[config.mk]
export PLATFORM = sky130hd
export DESIGN_NAME = transport_control
export DESIGN_NICKNAME = d
export VERILOG_FILES = /design/src/rtl/transport_control.sv
export SDC_FILE = /design/constraint.sdc
export NUM_CORES = 1
export LEC_CHECK = 0
export ABC_AREA = 1
export BUFFER_PORTS_ARGS = -buffer_cell sky130_fd_sc_hd__buf_2
export CAP_MARGIN = 0
export CORE_UTILIZATION = 46
export CTS_CLUSTER_DIAMETER = 200
export DETAILED_ROUTE_END_ITERATION = 8
export GPL_TIMING_DRIVEN = 1
export MAX_ROUTING_LAYER = met4
export PLACE_DENSITY = 0.67
export SLEW_MARGIN = 10
export SYNTH_ARGS = -nofsm -noshare
export SYNTH_HDL_FRONTEND = slang
export SYNTH_SLANG_ARGS = --single-unit
[constraint.sdc]
create_clock -name clk -period 1.4 [get_ports clk]
set_clock_uncertainty 0.05 [all_clocks]
set_input_delay 0.21 -clock clk [delete_from_list [all_inputs] [get_ports clk]]
set_output_delay 0.21 -clock clk [all_outputs]
set_load 0.02 [all_outputs]
[src/rtl/transport_control.sv]
// Transport control for a media player: conditions four raw buttons and drives a
// downstream Timer through a registered play/pause/stop/seek state machine.
//
// Ports:
//   clk          system clock, all state updates on the rising edge
//   reset        synchronous, active-high reset
//   play_btn     raw play/pause button (async, active-high)
//   stop_btn     raw stop button (async, active-high)
//   fwd_btn      raw fast-forward button, hold-to-seek
//   rew_btn      raw rewind button, hold-to-seek
//   time_zero    high when the Timer reads 0:00
//   count        Timer count enable
//   adder        signed per-step increment for the Timer
//   timer_reset  one-cycle pulse clearing the Timer
//   state        encoded state: 0 stopped, 1 playing, 2 paused, 3 seek fwd, 4 seek rew
module transport_control #(
    parameter int unsigned DEBOUNCE_CYCLES = 4,
    parameter int unsigned ACCEL_CYCLES    = 100
) (
    input  logic              clk,
    input  logic              reset,
    input  logic              play_btn,
    input  logic              stop_btn,
    input  logic              fwd_btn,
    input  logic              rew_btn,
    input  logic              time_zero,
    output logic              count,
    output logic signed [8:0] adder,
    output logic              timer_reset,
    output logic [2:0]        state
);

    localparam logic [2:0] StStopped = 3'd0;
    localparam logic [2:0] StPlaying = 3'd1;
    localparam logic [2:0] StPaused  = 3'd2;
    localparam logic [2:0] StSeekFwd = 3'd3;
    localparam logic [2:0] StSeekRew = 3'd4;

    localparam int unsigned BtnStop = 0;
    localparam int unsigned BtnPlay = 1;
    localparam int unsigned BtnFwd  = 2;
    localparam int unsigned BtnRew  = 3;

    localparam int unsigned DbW   = (DEBOUNCE_CYCLES > 1) ? $clog2(DEBOUNCE_CYCLES) : 1;
    localparam int unsigned HoldW = $clog2(ACCEL_CYCLES + 2);

    localparam logic [DbW-1:0]   DbLast  = DbW'(DEBOUNCE_CYCLES - 1);
    localparam logic [HoldW-1:0] HoldMax = HoldW'(ACCEL_CYCLES);

    // ---------------------------------------------------------------
    // Button conditioning: 2-flop synchronizer + counting debouncer
    // ---------------------------------------------------------------
    logic [3:0]          raw;
    logic [3:0]          sync1_q, sync2_q;
    logic [3:0]          level_q;
    logic [3:0]          press_q;   // one-cycle pulse after a debounced rise
    logic [3:0][DbW-1:0] db_cnt_q;

    assign raw = {rew_btn, fwd_btn, play_btn, stop_btn};

    always_ff @(posedge clk) begin
        if (reset) begin
            sync1_q  <= '0;
            sync2_q  <= '0;
            level_q  <= '0;
            press_q  <= '0;
            db_cnt_q <= '0;
        end else begin
            sync1_q <= raw;
            sync2_q <= sync1_q;
            for (int i = 0; i < 4; i++) begin
                press_q[i] <= 1'b0;
                if (sync2_q[i] != level_q[i]) begin
                    // This sample is the last of the required run: accept the new level.
                    if (db_cnt_q[i] == DbLast) begin
                        level_q[i]  <= sync2_q[i];
                        press_q[i]  <= sync2_q[i];
                        db_cnt_q[i] <= '0;
                    end else begin
                        db_cnt_q[i] <= db_cnt_q[i] + 1'b1;
                    end
                end else begin
                    db_cnt_q[i] <= '0;
                end
            end
        end
    end

    // ---------------------------------------------------------------
    // Transport state machine
    // ---------------------------------------------------------------
    logic [2:0]        state_q, state_d;
    logic [2:0]        ret_q, ret_d;
    logic [HoldW-1:0]  hold_q, hold_d, hold_inc;
    logic              count_q, count_d;
    logic signed [8:0] adder_q, adder_d;
    logic              timer_reset_q, timer_reset_d;
    logic              fast;

    assign hold_inc = (hold_q == HoldMax) ? hold_q : hold_q + 1'b1;

    always_comb begin
        state_d       = state_q;
        ret_d         = ret_q;
        hold_d        = hold_q;
        timer_reset_d = 1'b0;

        // Stop outranks everything; below it, one if/else chain per state means
        // a higher-priority event swallows any lower ones in the same cycle.
        if (press_q[BtnStop]) begin
            state_d       = StStopped;
            timer_reset_d = 1'b1;
        end else begin
            case (state_q)
                StStopped: begin
                    if (press_q[BtnPlay]) state_d = StPlaying;
                end
                StPlaying, StPaused: begin
                    if (press_q[BtnPlay]) begin
                        state_d = (state_q == StPlaying) ? StPaused : StPlaying;
                    end else if (press_q[BtnFwd]) begin
                        state_d = StSeekFwd;
                        ret_d   = state_q;
                        hold_d  = '0;
                    end else if (press_q[BtnRew] && !time_zero) begin
                        state_d = StSeekRew;
                        ret_d   = state_q;
                        hold_d  = '0;
                    end
                end
                StSeekFwd: begin
                    if (!level_q[BtnFwd]) state_d = ret_q;
                    else                  hold_d  = hold_inc;
                end
                StSeekRew: begin
                    // Rewinding past 0:00 is meaningless, so bail out even while held.
                    if (!level_q[BtnRew] || time_zero) state_d = ret_q;
                    else                               hold_d  = hold_inc;
                end
                default: state_d = StStopped;
            endcase
        end
    end

    assign fast = (hold_d >= HoldMax);

    always_comb begin
        count_d = 1'b0;
        adder_d = 9'sd1;
        case (state_d)
            StPlaying: count_d = 1'b1;
            StSeekFwd: begin
                count_d = 1'b1;
                adder_d = fast ? 9'sd15 : 9'sd8;
            end
            StSeekRew: begin
                count_d = 1'b1;
                adder_d = fast ? -9'sd30 : -9'sd10;
            end
            default: ;
        endcase
    end

    always_ff @(posedge clk) begin
        if (reset) begin
            state_q       <= StStopped;
            ret_q         <= StPaused;
            hold_q        <= '0;
            count_q       <= 1'b0;
            adder_q       <= 9'sd1;
            timer_reset_q <= 1'b0;
        end else begin
            state_q       <= state_d;
            ret_q         <= ret_d;
            hold_q        <= hold_d;
            count_q       <= count_d;
            adder_q       <= adder_d;
            timer_reset_q <= timer_reset_d;
        end
    end

    assign state       = state_q;
    assign count       = count_q;
    assign adder       = adder_q;
    assign timer_reset = timer_reset_q;

endmodule

==> key figures, run 1 <==
Timing
  – Worst setup margin: -0.179 ns
  – Period utilization: 1.13
  – Slew Viols, Final: 0
  – Setup violators final: 11
  – Max Fclk: 633 MHz
  – Worst-margin pin slew: 0.257 ns
  – RSZ-0062 raised after global routing: yes
  – Fin Setup TNS: -1.08 ns
  – Period minus WS final: 1.58 ns
  – Slew HR: 0.828
  – Final hold violations: 0

Outcome
  – Status: finished, violations left
  – Failing checks: negative setup slack

Placed design
  – Hpwl dp: 3110 microns
  – PortBufs: 20
  – Placed Area: 2490 sq um
  – Setup WS pre-CTS: -0.183 ns
  – DP Cell Count: 372
  – Routability Congestion: 0.889

Layout
  – Commonest non-fill, non-tap cell in the layout: inv_1
  – Ratio of cells with drive above 1 in the final layout: 0.418
  – Final instance area: 2820 sq um
  – Most frequent cells in the layout: inv_1, buf_4, dfxtp_1
  – Finished Layout Cells: 387
  – Area grow syn2layout: 35.2%
  – N_diodes: 0
  – Nets: 347

Global routing
  – Tot GR Track Use: 0.191
  – Initial antenna violation count: 0
  – Largest net degree at the start of global routing: 22
  – Gr ovfl total: 0
  – Vias in the first global route: 1710
  – First-pass GRT wire length: 7150 microns

Die
  – Die Ht: 69.4 microns
  – Die footprint: 4810 sq um
  – Std-Cell Rows: 24
  – Initial Util: 0.480
  – # IOs: 21
  – Core area: 4350 sq um
  – Die W: 69.4 microns

Clock tree
  – CTS Buf Count: 5
  – CTS H-tree depth: 2
  – Later-pin clock latency in the skew report: 0.30 ns
  – Clk root buf: clkbuf_8
  – CTS Sinks: 45
  – Cts hold-fix bufs: 0
  – Clock Path Buffers: 2
  – Worst-path clk slew: 0.09 ns
  – CTS tree: done

Drt
  – Routed wire length: 4440 microns
  – DRT antenna net count: 0
  – DRC: 0
  – DRT Pass-1 Iters: 4
  – DRT iter0 DRCs: 65
  – Post-DR vias/cell: 4.76
  – DR WL/cell: 11.5 microns
  – Vias: 1843

Power
  – Net Sw Frac: 0.199
  – P_int: 1.89 mW
  – Clock power share: 0.428
  – Peak supply drop: 0.000654 V
  – Pwr/cell area: 837 nW/um^2
  – Leakage power: 1.31 nW
  – Seq pwr share: 0.548
  – Net switching power: 0.471 mW
  – Combinational share of power: 0.024

Yosys
  – Synth top area share: 0.431
  – Synth cell types: 29
  – Sequential-to-total area share from yosys stat: 0.431
  – Fraction of registers with async set/reset: 0
  – Post-synth EDFFs: 0
  – Syn Area/Cell: 7.59 sq um
  – Cell accounting for the most synthesized area: dfxtp_1
  – Synthesized area: 2090 sq um
  – Syn Inst Count: 275
  – Mapped Nets: 288
  – Top cells by area, synth: dfxtp_1, inv_1, nand2_1
  – Yosys reg bits: 45
  – Main synth FF type: dfxtp_1
  – Yosys warnings: 0

Critical path
  – Crit Reg-Reg Startpoint: state[2]
  – Reg2Reg Depth: 11
  – Crit Path Class: flop to flop
  – Max FO, Critical Path: 5
  – Crit path from: state[2]
  – Critical path endpoint: adder[1]
  – Worst Setup Start Kind: flop
  – Worst setup EP type: flop
  – Reg-to-reg endpoint: adder[1]
  – WP data required: 1.54 ns
  – Worst EP arrival: 1.72 ns
  – Flop2flop setup slack: -0.18 ns

Run
  – Max cap viols: 0

Hold path
  – Worst Hold Class: input pin to flop
-- state kept, by name, indices dropped and copies added (netlist names), 4 cells and up --
register,count
sync2_q,4
level_q,4
adder,6
press_q,4
hold_q,7
db_cnt_q,8
sync1_q,4
-- through the flow --
stage / utilization / total power, mW / hold slack [ns]
floorplan: - / 1.35 / 0.267
global placement: 0.572 / 1.38 / 0.339
detailed placement: 0.572 / 1.38 / 0.346
CTS: 0.614 / 2.38 / 0.0620
global route: 0.649 / 2.44 / 0.0594
finish: 0.649 / 2.36 / 0.0605
-- routing by layer --
layer / vias to the layer above / share of wire / track usage
met5: - / 0 / -
met4: 0 / 0.0090 / 0.0680
met3: 5 / 0.020 / 0.0436
met2: 15 / 0.51 / 0.333
met1: 844 / 0.46 / 0.212
li1: 979 / - / -
-- cells by family (layout without fill, tap and decap cells) --
logic type	Yosys count	in the layout	share of synthesized area
fa+ha+maj	6	6	0.0359
flops	45	45	0.431
compound gates	35	35	0.101
xor+xnor	1	1	0.00419
simple gates	129	129	0.312
buf+inv	59	119	0.115
-- critical path, stage by stage (launching register included) --
cell and delay, ns:
dfxtp_4 0.39, buf_6 0.14, nand2_4 0.07, nand3_4 0.09, nor2_4 0.17, nand3_2 0.09, nand2_2 0.08, nand2_2 0.06
nor2_4 0.12, nand2_2 0.08, nand3_2 0.07, nand2_1 0.05
-- power by group through the flow --
stage	Clock (mW)	Combinational, mW	Sequential, mW
after global routing	1.08	0.0643	1.30
after floorplan	0	0.0310	1.32
after global placement	0	0.0536	1.32
after detailed placement	0	0.0548	1.32
final	1.01	0.0562	1.29
after CTS	1.03	0.0553	1.29
-- final cells by class --
type | instances | area [sq um]
Fill cell | 359 | 1530
Multi-Input combinational cell | 171 | 1120
Sequential cell | 45 | 918
Timing Repair Buffer | 59 | 397
Inverter | 52 | 205
Clock buffer | 7 | 86.3
Tap cell | 52 | 65.1
Clock inverter | 1 | 30.0
-- synthesized netlist by cell type, types with 4 or more instances --
library cell / number
a21oi_1: 15
a211oi_1: 4
nand2_2: 13
dfxtp_1: 45
inv_2: 5
ha_1: 6
nand2_4: 4
nor2_1: 34
nand2_1: 43
o211ai_1: 5
inv_1: 47
nor2_2: 5
o21ai_0: 5
nand3_1: 17
-- how the worst min path moves through the flow --
stage	startpoint	to	slack [ns]	cells after the start
finish	stop_btn	sync1_q[0]	0.06	3
global route	stop_btn	sync1_q[0]	0.06	3
CTS	fwd_btn	sync1_q[2]	0.06	3
detailed placement	sync1_q[3]	sync2_q[3]	0.35	2
global placement	sync1_q[3]	sync2_q[3]	0.34	2
floorplan	stop_btn	sync1_q[0]	0.27	2
-- repair_timing --
item,4_1_cts,5_1_grt
setup endpoints to repair,13,16
gates resized for setup,16,30
setup buffers,1,6
pin swaps,5,14
gates cloned,0,0
Note: power is estimated with default switching activity, not from simulation.
==> run 2, diff against run 1 <==
--- a/config.mk
+++ b/config.mk
@@ -13,7 +13,7 @@
 export DETAILED_ROUTE_END_ITERATION = 8
 export GPL_TIMING_DRIVEN = 1
 export MAX_ROUTING_LAYER = met4
-export PLACE_DENSITY = 0.67
+export PLACE_DENSITY = 0.65
 export SLEW_MARGIN = 10
 export SYNTH_ARGS = -nofsm -noshare
 export SYNTH_HDL_FRONTEND = slang
==> constraint.sdc (replaced) <==
create_clock -name clk -period 1.5 [get_ports clk]
set_clock_uncertainty 0.05 [all_clocks]
set_input_delay 0.225 -clock clk [delete_from_list [all_inputs] [get_ports clk]]
set_output_delay 0.225 -clock clk [all_outputs]
set_load 0.02 [all_outputs]
==> run 2 against run 1 <==
  * The flow still finishes with violations (negative setup slack)
  * Core utilization shrank 0.95 points
  * Register-to-register slack gained 0.07 ns
  * Critical path depth is 2 higher
  * Critical endpoint is now adder[2]
==> key figures, run 2 (synthesis results as in run 1) <==
Run
  – Max cap viols: 0 (unchanged)

Clock tree
  – Cts hold-fix bufs: 0 (unchanged)
  – Worst-path clk slew: 0.08 ns (about the same)
  – CTS Sinks: 45 (unchanged)
  – CTS Buf Count: 5 (unchanged)
  – Later-pin clock latency in the skew report: 0.29 ns (about the same)
  – CTS H-tree depth: 2 (unchanged)
  – Clock Path Buffers: 2 (unchanged)
  – Clk root buf: clkbuf_8
  – CTS tree: done

Layout
  – Nets: 347 (unchanged)
  – Commonest non-fill, non-tap cell in the layout: inv_1
  – Most frequent cells in the layout: inv_1, nand2_1, dfxtp_1
  – Fillers: 365 (+1.7%)
  – Max FFs per register: 8 (unchanged)
  – N_diodes: 0 (unchanged)
  – Ratio of cells with drive above 1 in the final layout: 0.409 (-0.00896)
  – Top reg by flops: db_cnt_q
  – Finished Layout Cells: 387 (unchanged)
  – Layout Utilization: 0.639 (-0.00948)
  – Area grow syn2layout: 33.3%

Outcome
  – Status: finished, violations left
  – Failing checks: negative setup slack

Drt
  – DRT iter0 DRCs: 67 (+3.1%)
  – DR top layer: met4
  – WL met3: 112 microns (+27%)
  – Vias: 1855 (+0.65%)
  – DRT antenna net count: 0 (unchanged)
  – WL met1: 1980 microns (-2.9%)
  – DRC: 0 (unchanged)
  – DRT Pass-1 Iters: 4 (unchanged)
  – Routed wire length: 4340 microns (-2.2%)
  – DR WL/cell: 11.2 microns (-2.2%)
  – DR WL met2: 2160 microns (-5.1%)
  – Post-DR vias/cell: 4.79 (+0.65%)

Timing
  – Max Fclk: 623 MHz (-1.6%)
  – Period minus WS final: 1.60 ns (+0.0256 ns)
  – Worst setup margin: -0.105 ns (+0.0744 ns)
  – RSZ-0062 raised after global routing: yes
  – Hold Slack: 0.0742 ns (+0.0137 ns)
  – Setup violators final: 7 (-4)
  – Slew HR: 0.798 (-0.0309)
  – Period utilization: 1.07 (-0.0581)
  – Final hold violations: 0 (unchanged)
  – Slew Viols, Final: 0 (unchanged)
  – Worst-margin pin slew: 0.304 ns (+0.0463 ns)

Global routing
  – Vias in the first global route: 1719 (+0.53%)
  – Largest net degree at the start of global routing: 22 (unchanged)
  – Gr ovfl total: 0 (unchanged)
  – First-pass GRT wire length: 7100 microns (-0.67%)
  – Initial antenna violation count: 0 (unchanged)
  – Tot GR Track Use: 0.191 (about the same)

Critical path
  – Master of the slowest instance on the critical path: dfxtp_4
  – Crit path buf inv count: 0 (-1)
  – Worst setup EP type: flop
  – Critical-path cell list: nand2_4 > nor2_4 > nand2_2 > nand2_4 > nor2_4 > nand2_4 > nand2_2 > nand2_2 > nand2_2 > nor2_4 > nand2_1 > nand2_2 > nand2_1
  – Max FO, Critical Path: 5 (unchanged)
  – Crit Path Class: flop to flop
  – WP data required: 1.65 ns (+0.11 ns)
  – Delay-heaviest family, CP: simple AND/OR/NAND/NOR gates
  – Slowest Stage Delay on Critical Path: 0.41 ns (+0.02 ns)
  – Worst EP arrival: 1.75 ns (+0.03 ns)
  – Most used cell along the critical path: nand2_2
  – Worst Setup Start Kind: flop

Die
  – # IOs: 21 (unchanged)
  – Core area: 4350 sq um (unchanged)
  – Std-Cell Rows: 24 (unchanged)
  – Initial Util: 0.480 (unchanged)
  – Die Ht: 69.4 microns (unchanged)
  – Die footprint: 4810 sq um (unchanged)
  – Die W: 69.4 microns (unchanged)

Hold path
  – Worst Hold Class: input pin to flop

Power
  – Peak supply drop: 0.000632 V (-3.3%)
  – Pwr/cell area: 834 nW/um^2 (-0.37%)
  – Total power: 2.32 mW (-1.8%)
  – Leakage power: 1.30 nW (-0.96%)

Placed design
  – Routability Congestion: 0.868 (-2.3%)
  – DP Cell Count: 370 (-0.54%)
  – Hpwl dp: 3110 microns (-0.15%)
  – Setup WS pre-CTS: -0.0965 ns (+0.0863 ns)
  – PortBufs: 20 (unchanged)
==> run 2: cell count changes in the layout (fill, tap and decap cells not counted), moves of 2 or more <==
cell     before  now
inv_2         4   10
nand2_1      34   39
nand2_2      18   13
inv_4         4    0
dfxtp_1      37   39
dfxtp_2       5    3
ha_1          6    4
ha_2          0    2
inv_1        44   42
nor3_2        0    2
nor3_4        3    1
==> run 2: worst register-to-register path: stages, from the launching register on <==
cell and delay [ns]:
dfxtp_4 0.41, nand2_4 0.08, nor2_4 0.15, nand2_2 0.10, nand2_4 0.10, nor2_4 0.05
nand2_4 0.08, nand2_2 0.05, nand2_2 0.06, nand2_2 0.07, nor2_4 0.11, nand2_1 0.08
nand2_2 0.06, nand2_1 0.04
==> run 2: worst paths after layout <==
check	endpoint	startpoint	depth (start not counted)	slack [ns]
worst max-delay path	adder[2]	state[1]	13	-0.10
worst min-delay path	sync1_q[2]	fwd_btn	3	0.07
worst max register to register	adder[2]	state[1]	13	-0.10
worst min register to register	sync2_q[1]	sync1_q[1]	2	0.36
==> run 2: layout make-up <==
cell class                 instances  area (sq um)  share of cell area
sequential                        45           916               0.329
timing repair buffer              59           397               0.143
tap                               52          65.1              0.0234
multi-input combinational        171          1080               0.387
clock inverter                     3          65.1              0.0234
inverter                          52           195              0.0701
clock buffer                       5          68.8              0.0247
==> run 2: layer usage <==
metal,GRT usage,vias to the layer above
met2,0.316,27
li1,-,973
met5,-,-
met1,0.218,847
met4,0.0884,0
met3,0.0451,8
==> run 2: repair_timing <==
action	CTS	global route
gates resized for setup	17	25
pin swaps	7	15
setup buffers	4	5
hold endpoints to repair	0	0
setup endpoints to repair	6	13
==> run 2: stage by stage <==
stage               area, sq um  TNS (ns)
finish                     2780    -0.511
global route               2780     -1.57
CTS                        2660    -0.223
detailed placement         2440    -0.351
global placement           2440    -0.398
floorplan                  2100         0
==> run 2: where the power goes <==
group | internal, mW | total, mW | switching (mW)
combinational | 0.0177 | 0.0485 | 0.0308
clock | 0.661 | 1.06 | 0.401
sequential | 1.20 | 1.21 | 0.00691
total | 1.88 | 2.32 | 0.439
==> run 3, diff against run 2 <==
--- a/config.mk
+++ b/config.mk
@@ -8,12 +8,12 @@
 export ABC_AREA = 1
 export BUFFER_PORTS_ARGS = -buffer_cell sky130_fd_sc_hd__buf_2
 export CAP_MARGIN = 0
-export CORE_UTILIZATION = 46
+export CORE_UTILIZATION = 41
 export CTS_CLUSTER_DIAMETER = 200
 export DETAILED_ROUTE_END_ITERATION = 8
 export GPL_TIMING_DRIVEN = 1
 export MAX_ROUTING_LAYER = met4
-export PLACE_DENSITY = 0.65
+export PLACE_DENSITY = 0.59
 export SLEW_MARGIN = 10
 export SYNTH_ARGS = -nofsm -noshare
 export SYNTH_HDL_FRONTEND = slang
==> constraint.sdc (replaced) <==
create_clock -name clk -period 1.5 [get_ports clk]
set_clock_uncertainty 0.05 [all_clocks]
set_input_delay 0.075 -clock clk [delete_from_list [all_inputs] [get_ports clk]]
set_output_delay 0.075 -clock clk [all_outputs]
set_load 0.02 [all_outputs]
==> run 3 against run 2 <==
  * The flow still finishes with violations (negative setup slack)
  * Cell count up 4.1%
  * Die area up 12%
  * Worst setup slack improved by 0.037 ns
  * Flip-flop and latch count is the same
  * Clock-buffer cell count stayed put
  * Largest cell class unchanged
  * Largest power group unchanged
==> key figures, run 3 (synthesis results as in run 1) <==
Layout
  – Area grow syn2layout: 38.9%
  – Max FFs per register: 8 (unchanged)
  – Nets: 348 (+0.29%)
  – Commonest non-fill, non-tap cell in the layout: inv_1
  – Layout Utilization: 0.602 (-0.0370)
  – Top reg by flops: db_cnt_q
  – Ratio of cells with drive above 1 in the final layout: 0.414 (+0.00474)
  – Fillers: 434 (+19%)
  – N_diodes: 0 (unchanged)
  – Most frequent cells in the layout: inv_1, dfxtp_1, nand2_1, buf_4, nor2_1

Global routing
  – Gr ovfl total: 0 (unchanged)
  – Tot GR Track Use: 0.180 (-0.0104)
  – Vias in the first global route: 1733 (+0.81%)
  – First-pass GRT wire length: 7240 microns (+1.9%)
  – Largest net degree at the start of global routing: 27 (+23%)
  – Initial antenna violation count: 0 (unchanged)

Clock tree
  – CTS tree: done
  – CTS H-tree depth: 2 (unchanged)
  – Clk root buf: clkbuf_8
  – Later-pin clock latency in the skew report: 0.29 ns (about the same)
  – CTS Buf Count: 5 (unchanged)
  – CTS Sinks: 45 (unchanged)
  – Worst-path clk slew: 0.08 ns (about the same)
  – Clock Path Buffers: 2 (unchanged)

Power
  – Pwr/cell area: 804 nW/um^2 (-3.5%)
  – Total power: 2.33 mW (+0.58%)
  – Leakage power: 1.33 nW (+1.8%)
  – Peak supply drop: 0.000596 V (-5.8%)

Critical path
  – Critical-path cell list: inv_2 > nand2_4 > nand3_2 > inv_2 > nand2_4 > nand2_4 > nand2_2 > nand2_2 > nand2_4 > nor2_4 > nand2_2 > nand2_2 > nand2_1
  – Slowest Stage Delay on Critical Path: 0.39 ns (-0.02 ns)
  – Flop2flop setup slack: -0.07 ns (+0.04 ns)
  – Crit Path Class: flop to flop
  – Crit path from: state[1]
  – Crit Reg-Reg Startpoint: state[1]
  – WP data required: 1.64 ns (about the same)
  – Reg-to-reg endpoint: adder[2]
  – Worst setup EP type: flop
  – Critical path endpoint: adder[2]
  – Worst Setup Start Kind: flop
  – Max FO, Critical Path: 4 (-1)
  – Crit path buf inv count: 2 (+2)
  – Worst EP arrival: 1.71 ns (-0.04 ns)
  – Delay-heaviest family, CP: simple AND/OR/NAND/NOR gates
  – Master of the slowest instance on the critical path: dfxtp_4
  – CP Depth: 13 (unchanged)
  – Reg2Reg Depth: 13 (unchanged)

Timing
  – Hold Slack: 0.0554 ns (-0.0188 ns)
  – Slew HR: 0.846 (+0.0489)
  – Period utilization: 1.05 (-0.0247)
  – Setup violators final: 5 (-2)
  – Worst setup margin: -0.0679 ns (+0.0370 ns)
  – RSZ-0062 raised after global routing: yes
  – Final hold violations: 0 (unchanged)
  – Slew Viols, Final: 0 (unchanged)
  – Worst-margin pin slew: 0.229 ns (-0.0743 ns)
  – Max Fclk: 638 MHz (+2.4%)
  – Period minus WS final: 1.57 ns (-0.0370 ns)

Drt
  – DRT Pass-1 Iters: 4 (unchanged)
  – Routed wire length: 4260 microns (-1.9%)
  – DR WL/cell: 10.6 microns (-5.8%)
  – DRT antenna net count: 0 (unchanged)
  – DRT iter0 DRCs: 43 (-36%)
  – DRC: 0 (unchanged)
  – Post-DR vias/cell: 4.54 (-5.2%)
  – Vias: 1831 (-1.3%)

Die
  – Core area: 4820 sq um (+11%)
  – Initial Util: 0.434 (-0.0461)
  – Die W: 73.4 microns (+5.8%)
  – Die Ht: 73.4 microns (+5.8%)
  – # IOs: 21 (unchanged)
  – Std-Cell Rows: 25 (+4.2%)
  – Die footprint: 5380 sq um (+12%)

Placed design
  – Routability Congestion: 0.890 (+2.5%)
  – PortBufs: 20 (unchanged)
  – Hpwl dp: 2970 microns (-4.3%)

Outcome
  – Failing checks: negative setup slack
  – Status: finished, violations left

Hold path
  – Worst Hold Class: input pin to flop

Run
  – Max cap viols: 0 (unchanged)
## run 3: cell types whose count changed in the layout (fill, tap and decap cells not counted), moves of 2 or more
| cell | delta |
|---|---|
| nand2_2 | +4 |
| nand2_4 | +2 |
| ha_4 | +2 |
| buf_4 | -5 |
| nand2_1 | -6 |
| inv_4 | +2 |
| ha_2 | -2 |
| dlygate4sd3_1 | +4 |
| inv_2 | -3 |
## run 3: layout make-up
class | count | area, sq um | share of cell area
repair buffers | 60 | 430 | 0.148
clock inverters | 3 | 65.1 | 0.0224
inverters | 52 | 200 | 0.0690
multi-input cells | 171 | 1130 | 0.391
clock buffers | 5 | 68.8 | 0.0237
well taps | 67 | 83.8 | 0.0289
flip-flops and latches | 45 | 917 | 0.316
## run 3: how the worst min path moves through the flow
stage | start | endpoint | cells after the start
4_1_cts | reset | timer_reset | 2
3_3_place_gp | fwd_btn | sync1_q[2] | 3
2_1_floorplan | stop_btn | sync1_q[0] | 2
6_report | reset | timer_reset | 2
3_5_place_dp | fwd_btn | sync1_q[2] | 3
5_1_grt | reset | timer_reset | 2
## run 3: routing by layer
layer	vias up	track usage	wire, microns
li1	974	-	-
met1	827	0.215	1960
met2	23	0.300	2120
met3	7	0.0412	104
met4	0	0.0620	76
met5	-	-	0
## run 3: through the flow
step                      instance area [sq um]  TNS (ns)  setup WS [ns]  std cells
final                                      2900    -0.206        -0.0679        403
after global routing                       2900     -1.17         -0.188        403
after CTS                                  2710    -0.308        -0.0833        399
after detailed placement                   2450    -0.362         -0.104        382
after global placement                     2450    -0.362         -0.105        382
after floorplan                            2100         0        0.00286        275
## run 3: where the power goes
group | leakage, nW | internal (mW) | switching (mW)
Clock | 0.0681 | 0.661 | 0.404
Sequential | 0.369 | 1.20 | 0.00682
Combinational | 0.888 | 0.0268 | 0.0327
## run 3: what timing repair did
item / CTS / global route
endpoints found under the hold margin: 4 / 0
hold buffers: 4 / 0
resized for setup: 15 / 42
pin swaps: 8 / 19
buffers inserted: 5 / 4
setup endpoints to repair: 6 / 14
